`src/rtl/spec_readout_ctrl.sv`:
```
// Purpose : sequences ARM readout of a ping-pong spectrum buffer, swapping banks on frame completion
// Latency : arm_data_ready rises RAM_LATENCY+1 cycles after a bank swap or an accepted ARM data read
// Backpr. : a bank is held until the ARM acknowledges; frames completing meanwhile are dropped and counted
//
// Ports:
//   clk, rst                         system clock, synchronous active-high reset
//   arm_en, frame_done, wr_bank      enable, accumulator frame-complete pulse, accumulator write bank
//   rd_en, rd_addr, rd_data          buffer RAM read port ({rd_bank, word address})
//   arm_rd_strobe, arm_ack           ARM_DATA read pulse, ARM_ACK level
//   arm_data, arm_addr, arm_data_ready  word presented to the ARM, its index, and its valid flag
//   frames_read, overrun_cnt, rd_err    completed frames (wraps), dropped frames (saturates), sticky read error
module spec_readout_ctrl #(
    parameter int BITWIDTH           = 9,
    parameter int ARM_BUS_DATA_WIDTH = 16,
    parameter int FRAME_WORDS        = 4096,
    parameter int RAM_LATENCY        = 2
) (
    input  logic                          clk,
    input  logic                          rst,
    input  logic                          arm_en,
    input  logic                          frame_done,
    output logic                          wr_bank,
    output logic                          rd_en,
    output logic [BITWIDTH+4:0]           rd_addr,
    input  logic [ARM_BUS_DATA_WIDTH-1:0] rd_data,
    input  logic                          arm_rd_strobe,
    input  logic                          arm_ack,
    output logic [ARM_BUS_DATA_WIDTH-1:0] arm_data,
    output logic [BITWIDTH+3:0]           arm_addr,
    output logic                          arm_data_ready,
    output logic [15:0]                   frames_read,
    output logic [15:0]                   overrun_cnt,
    output logic                          rd_err
);
    localparam int AW = BITWIDTH + 4;
    localparam logic [AW-1:0] LAST_ADDR = AW'(FRAME_WORDS - 1);
    localparam logic [2:0]    LAT       = 3'(RAM_LATENCY);

    localparam logic [2:0] S_IDLE     = 3'd0;
    localparam logic [2:0] S_PREFETCH = 3'd1;
    localparam logic [2:0] S_FETCH    = 3'd2;
    localparam logic [2:0] S_READY    = 3'd3;
    localparam logic [2:0] S_WAIT_ACK = 3'd4;

    logic [2:0]                    state_q, state_d;
    logic [2:0]                    lat_cnt_q, lat_cnt_d;
    logic                          wr_bank_q, wr_bank_d;
    logic                          rd_bank_q, rd_bank_d;
    logic                          rd_en_q, rd_en_d;
    logic [AW:0]                   rd_addr_q, rd_addr_d;
    logic [ARM_BUS_DATA_WIDTH-1:0] arm_data_q, arm_data_d;
    logic [AW-1:0]                 arm_addr_q, arm_addr_d;
    logic                          ready_q, ready_d;
    logic [15:0]                   frames_read_q, frames_read_d;
    logic [15:0]                   overrun_q, overrun_d;
    logic                          rd_err_q, rd_err_d;
    logic                          ack_d_q, ack_d_d;

    logic          ack_rise;
    logic          start_frame;
    logic          overrun_inc;
    logic [AW-1:0] next_addr;

    assign ack_rise  = arm_ack & ~ack_d_q;
    assign next_addr = arm_addr_q + 1'b1;

    always_comb begin
        state_d       = state_q;
        lat_cnt_d     = lat_cnt_q;
        wr_bank_d     = wr_bank_q;
        rd_bank_d     = rd_bank_q;
        rd_en_d       = 1'b0;           // read enable is a single-cycle pulse
        rd_addr_d     = rd_addr_q;
        arm_data_d    = arm_data_q;
        arm_addr_d    = arm_addr_q;
        ready_d       = ready_q;
        frames_read_d = frames_read_q;
        overrun_d     = overrun_q;
        rd_err_d      = rd_err_q;
        ack_d_d       = arm_ack;
        start_frame   = 1'b0;
        overrun_inc   = 1'b0;

        if (arm_rd_strobe && !ready_q) begin
            rd_err_d = 1'b1;
        end

        if (!arm_en) begin
            // Disable aborts any readout; banks and counters are left alone.
            state_d = S_IDLE;
            ready_d = 1'b0;
        end else begin
            case (state_q)
                S_IDLE: begin
                    if (frame_done) begin
                        start_frame = 1'b1;
                    end
                end
                S_PREFETCH, S_FETCH: begin
                    // lat_cnt is 0 in the rd_en cycle, so data is valid once it reaches RAM_LATENCY.
                    if (lat_cnt_q == LAT) begin
                        arm_data_d = rd_data;
                        ready_d    = 1'b1;
                        state_d    = S_READY;
                    end else begin
                        lat_cnt_d = lat_cnt_q + 3'd1;
                    end
                    overrun_inc = frame_done;
                end
                S_READY: begin
                    if (arm_rd_strobe) begin
                        ready_d = 1'b0;
                        if (arm_addr_q < LAST_ADDR) begin
                            arm_addr_d = next_addr;
                            rd_addr_d  = {rd_bank_q, next_addr};
                            rd_en_d    = 1'b1;
                            lat_cnt_d  = 3'd0;
                            state_d    = S_FETCH;
                        end else begin
                            state_d = S_WAIT_ACK;
                        end
                    end
                    overrun_inc = frame_done;
                end
                S_WAIT_ACK: begin
                    if (ack_rise) begin
                        frames_read_d = frames_read_q + 16'd1;
                        state_d       = S_IDLE;
                        // A frame finishing exactly as the bank is released is taken, not dropped.
                        start_frame   = frame_done;
                    end else begin
                        overrun_inc = frame_done;
                    end
                end
                default: state_d = S_IDLE;
            endcase
        end

        if (start_frame) begin
            rd_bank_d  = wr_bank_q;
            wr_bank_d  = ~wr_bank_q;
            arm_addr_d = '0;
            rd_addr_d  = {wr_bank_q, {AW{1'b0}}};
            rd_en_d    = 1'b1;
            lat_cnt_d  = 3'd0;
            state_d    = S_PREFETCH;
        end

        if (overrun_inc && (overrun_q != 16'hFFFF)) begin
            overrun_d = overrun_q + 16'd1;
        end
    end

    always_ff @(posedge clk) begin
        if (rst) begin
            state_q       <= S_IDLE;
            lat_cnt_q     <= '0;
            wr_bank_q     <= 1'b0;
            rd_bank_q     <= 1'b0;
            rd_en_q       <= 1'b0;
            rd_addr_q     <= '0;
            arm_data_q    <= '0;
            arm_addr_q    <= '0;
            ready_q       <= 1'b0;
            frames_read_q <= '0;
            overrun_q     <= '0;
            rd_err_q      <= 1'b0;
            ack_d_q       <= 1'b0;
        end else begin
            state_q       <= state_d;
            lat_cnt_q     <= lat_cnt_d;
            wr_bank_q     <= wr_bank_d;
            rd_bank_q     <= rd_bank_d;
            rd_en_q       <= rd_en_d;
            rd_addr_q     <= rd_addr_d;
            arm_data_q    <= arm_data_d;
            arm_addr_q    <= arm_addr_d;
            ready_q       <= ready_d;
            frames_read_q <= frames_read_d;
            overrun_q     <= overrun_d;
            rd_err_q      <= rd_err_d;
            ack_d_q       <= ack_d_d;
        end
    end

    assign wr_bank        = wr_bank_q;
    assign rd_en          = rd_en_q;
    assign rd_addr        = rd_addr_q;
    assign arm_data       = arm_data_q;
    assign arm_addr       = arm_addr_q;
    assign arm_data_ready = ready_q;
    assign frames_read    = frames_read_q;
    assign overrun_cnt    = overrun_q;
    assign rd_err         = rd_err_q;
endmodule

```
`config.mk`:
```
export PLATFORM = sky130hd
export DESIGN_NAME = spec_readout_ctrl
export DESIGN_NICKNAME = d
export VERILOG_FILES = /design/src/rtl/spec_readout_ctrl.sv
export SDC_FILE = /design/constraint.sdc
export NUM_CORES = 1
export LEC_CHECK = 0
export BUFFER_PORTS_ARGS = -buffer_cell sky130_fd_sc_hd__clkbuf_2
export CAP_MARGIN = 15
export CORE_MARGIN = 1.5
export CORE_UTILIZATION = 47
export CTS_CLUSTER_DIAMETER = 30
export CTS_CLUSTER_SIZE = 30
export DETAILED_ROUTE_END_ITERATION = 10
export PLACE_DENSITY = 0.79
export SLEW_MARGIN = 10
export SYNTH_ARGS = -nofsm -noshare
export SYNTH_HDL_FRONTEND = slang
export SYNTH_SLANG_ARGS = --single-unit
```
`constraint.sdc`:
```
create_clock -name clk -period 1.8 [get_ports clk]
set_clock_uncertainty 0.05 [all_clocks]
set_input_delay 0.36 -clock clk [delete_from_list [all_inputs] [get_ports clk]]
set_output_delay 0.36 -clock clk [all_outputs]
set_load 0.01 [all_outputs]
```
==> results_dict.tcl <==
set metrics [dict create \
    status "finished, violations left" \
    violations "setup timing" \
    grtUsageTotal_pct 22.3 \
    vias 3490 \
    clk_path_buf_depth 2 \
    finalSetupTns_ns -0.230 \
    start_kind "register" \
    clkSinkCount 74 \
    setup_slack_ns -0.0797 \
    hpwl_mm 6.34 \
    path_cells "or2b_1 -> a21bo_1 -> a211o_1 -> or4_4 -> a211oi_2" \
    portBuffers 100 \
    path_buf_inv 0 \
    synthTopCellsByArea "dfxtp_1, nor2_1, mux2i_1, xor2_1, xnor2_1" \
    ys_types 62 \
    path_clk_slew_ns 0.08 \
    min_path_type "primary input to register" \
    crit_required_ns 2.03 \
    grt_util_met3_pct 4.62 \
    power.density_mw_per_mm2 605 \
    num_rows 31 \
    ys_seq_area_share_pct 42.2 \
    synth_top_family_by_area "simple AND/OR/NAND/NOR gates" \
    setup_violations 8 \
    slowest_delay_ns 0.48 \
    critical-path-slowest-cell "or4_4" \
    synth_edf_count 0 \
    finalCriticalPeriod_ns 1.88 \
    yosys_register_bits 74 \
    critPathTopFamily "simple AND/OR/NAND/NOR gates" \
    synthAdderAreaFrac_pct 1.78 \
    drc_errors 0 \
    arrival_ns 2.11 \
    syn-num-nets 417 \
    htree_levels 3 \
    fin_nets 574 \
    grt_start_max_net_pins 21 \
    start_util_pct 48.4 \
    postSynthCellCount 390 \
    grt_busiest_layer "met2" \
    syn_area_sq_mm 0.00351 \
    min_period_over_period_pct 104 \
    fp.dieArea_sq_mm 0.00800 \
    gr-usage-met2_pct 38.8 \
    finalHoldViolCount 0 \
    core_sq_mm 0.00725 \
    ys_warn_count 0 \
    drt_pass1_iterations 4 \
    grt_overflow 0 \
    n_antenna_cell 0 \
    fin_cells 651 \
    avgSynthCellArea_sq_um 9.01 \
    ir_drop_uv 425 \
    async_flop_share_pct 0 \
    io_pins 101 \
    finalMaxSlewViolations 0 \
    critical_path_class "register to register" \
    synth_compound_area_share_pct 12.3 \
    fmax_mhz 532 \
    syn2layout_area_growth_pct 41.9 \
    synthDominantCellAreaShare_pct 42.2 \
    cap_violations 0 \
    die_h_um 89.5 \
    rsz0062_at_grt "true" \
    antenna_found_initial 0 \
    synthTopCellsByCount "dfxtp_1, nor2_1, nand2_1" \
    p_leak_uw 0.00221 \
    yosys.area_share.simple_pct 25.2 \
    grt_pass1_wl_mm 14.0 \
    wl_per_cell_um 14.5 \
    drive_above_1_share_pct 44.2 \
    grt_pass1_vias 3179 \
    tightest_slew_ns 0.375 \
    slew_headroom_pct 75.0 \
    synth_most_common_cell "dfxtp_1" \
    cp-end-kind "register" \
    drtIter0Drc 167 \
    insertion_delay_ns 0.36 \
    met1_usage_pct 27.1 \
    yosysTopAreaCell "dfxtp_1" \
    cts_tree "done" \
    synth-xor-area-share_pct 6.98 \
    holdWs_ns 0.185 \
    ant_nets 0 \
    fp.dieW_um 89.5 \
    gp_congestion 0.842 \
    synth-main-ff-cell "dfxtp_1" \
    root_buffer "clkbuf_8" \
    dp_cells 627 \
    wirelength_mm 9.42 \
    numCtsBuffers 9 \
    routed_via_density 5.36 \
    worst-path-max-fanout 6 \
    synth_mux_area_share_pct 5.16 \
]
cell usage in the layout (no fill, tap or decap), types with 7 or more instances in the layout:
cell type / count
nor2_1: 61
buf_4: 68
nand4_1: 13
inv_1: 10
o21ai_0: 7
dfxtp_1: 69
nand3_1: 12
a21oi_1: 16
clkbuf_8: 9
o31ai_1: 7
mux2i_1: 16
xnor2_1: 13
clkbuf_2: 100
nand2_1: 19
xor2_1: 15
final timing paths:
path | cells after the start | end | slack [ns] | from
worst min register to register | 2 | rd_err | 0.42 | rd_err
worst min-delay path | 3 | arm_data[0] | 0.19 | rd_data[0]
worst max-delay path | 5 | lat_cnt_q[2] | -0.08 | state_q[0]
worst max register to register | 5 | lat_cnt_q[2] | -0.08 | state_q[0]
tightest hold or removal path, cell delays in order:
cell and delay (ns):
clkbuf_2 0.08, mux2i_1 0.05, nor2_1 0.07
logic make-up after synthesis:
logic type / count (synthesis)
adder cells (fa/ha/maj): 5
flip-flops: 74
multiplexers: 18
AND/OR/NAND/NOR: 166
buffers and inverters: 40
AO/OA/AOI/OAI: 59
XOR/XNOR: 28
routing by layer:
metal	vias to the layer above	routed length [um]
met3	19	523
met1	1660	3980
met2	114	4790
li1	1697	-
met4	0	124
met5	-	0
state kept, by name, summed over array words and instances (netlist names):
name,cells
rd_addr,1
rd_err,1
frames_read,16
arm_addr,13
overrun_cnt,16
wr_bank,1
state_q,3
ack_d_q,1
arm_data,16
arm_data_ready,1
rd_bank_q,1
lat_cnt_q,3
rd_en,1
power breakdown:
part	total [uW]	switching [uW]	internal, uW
Sequential	1650	9.92	1640
Clock	1180	674	506
Combinational	183	99.8	83.5
Total	3020	783	2230
cell type report:
type,instances,area (sq um)
clock inverters,7,53.8
multi-input cells,277,2050
clock buffers,9,124
flip-flops and latches,74,1490
repair buffers,174,1100
fillers,573,2270
well taps,99,124
inverters,11,41.3
through the flow:
stage                     cell area (sq um)  power, uW  worst slack [ns]  utilization [%]
after global placement                 4530       1850           -0.0959             62.5
final                                  4990       3020           -0.0797             68.7
after floorplan                        3550       1770            -0.109                -
after CTS                              4760       3020           -0.0724             65.6
after detailed placement               4530       1860            -0.179             62.5
after global routing                   4990       3150            -0.159             68.7
repair_timing:
item / 4_1_cts / 5_1_grt
setup endpoints to repair: 34 / 42
cloned: 0 / 1
setup buffers: 1 / 7
hold buffers: 0 / 0
gates resized for setup: 12 / 40
pin swaps: 9 / 16
Power figures use the tool's default switching activity.
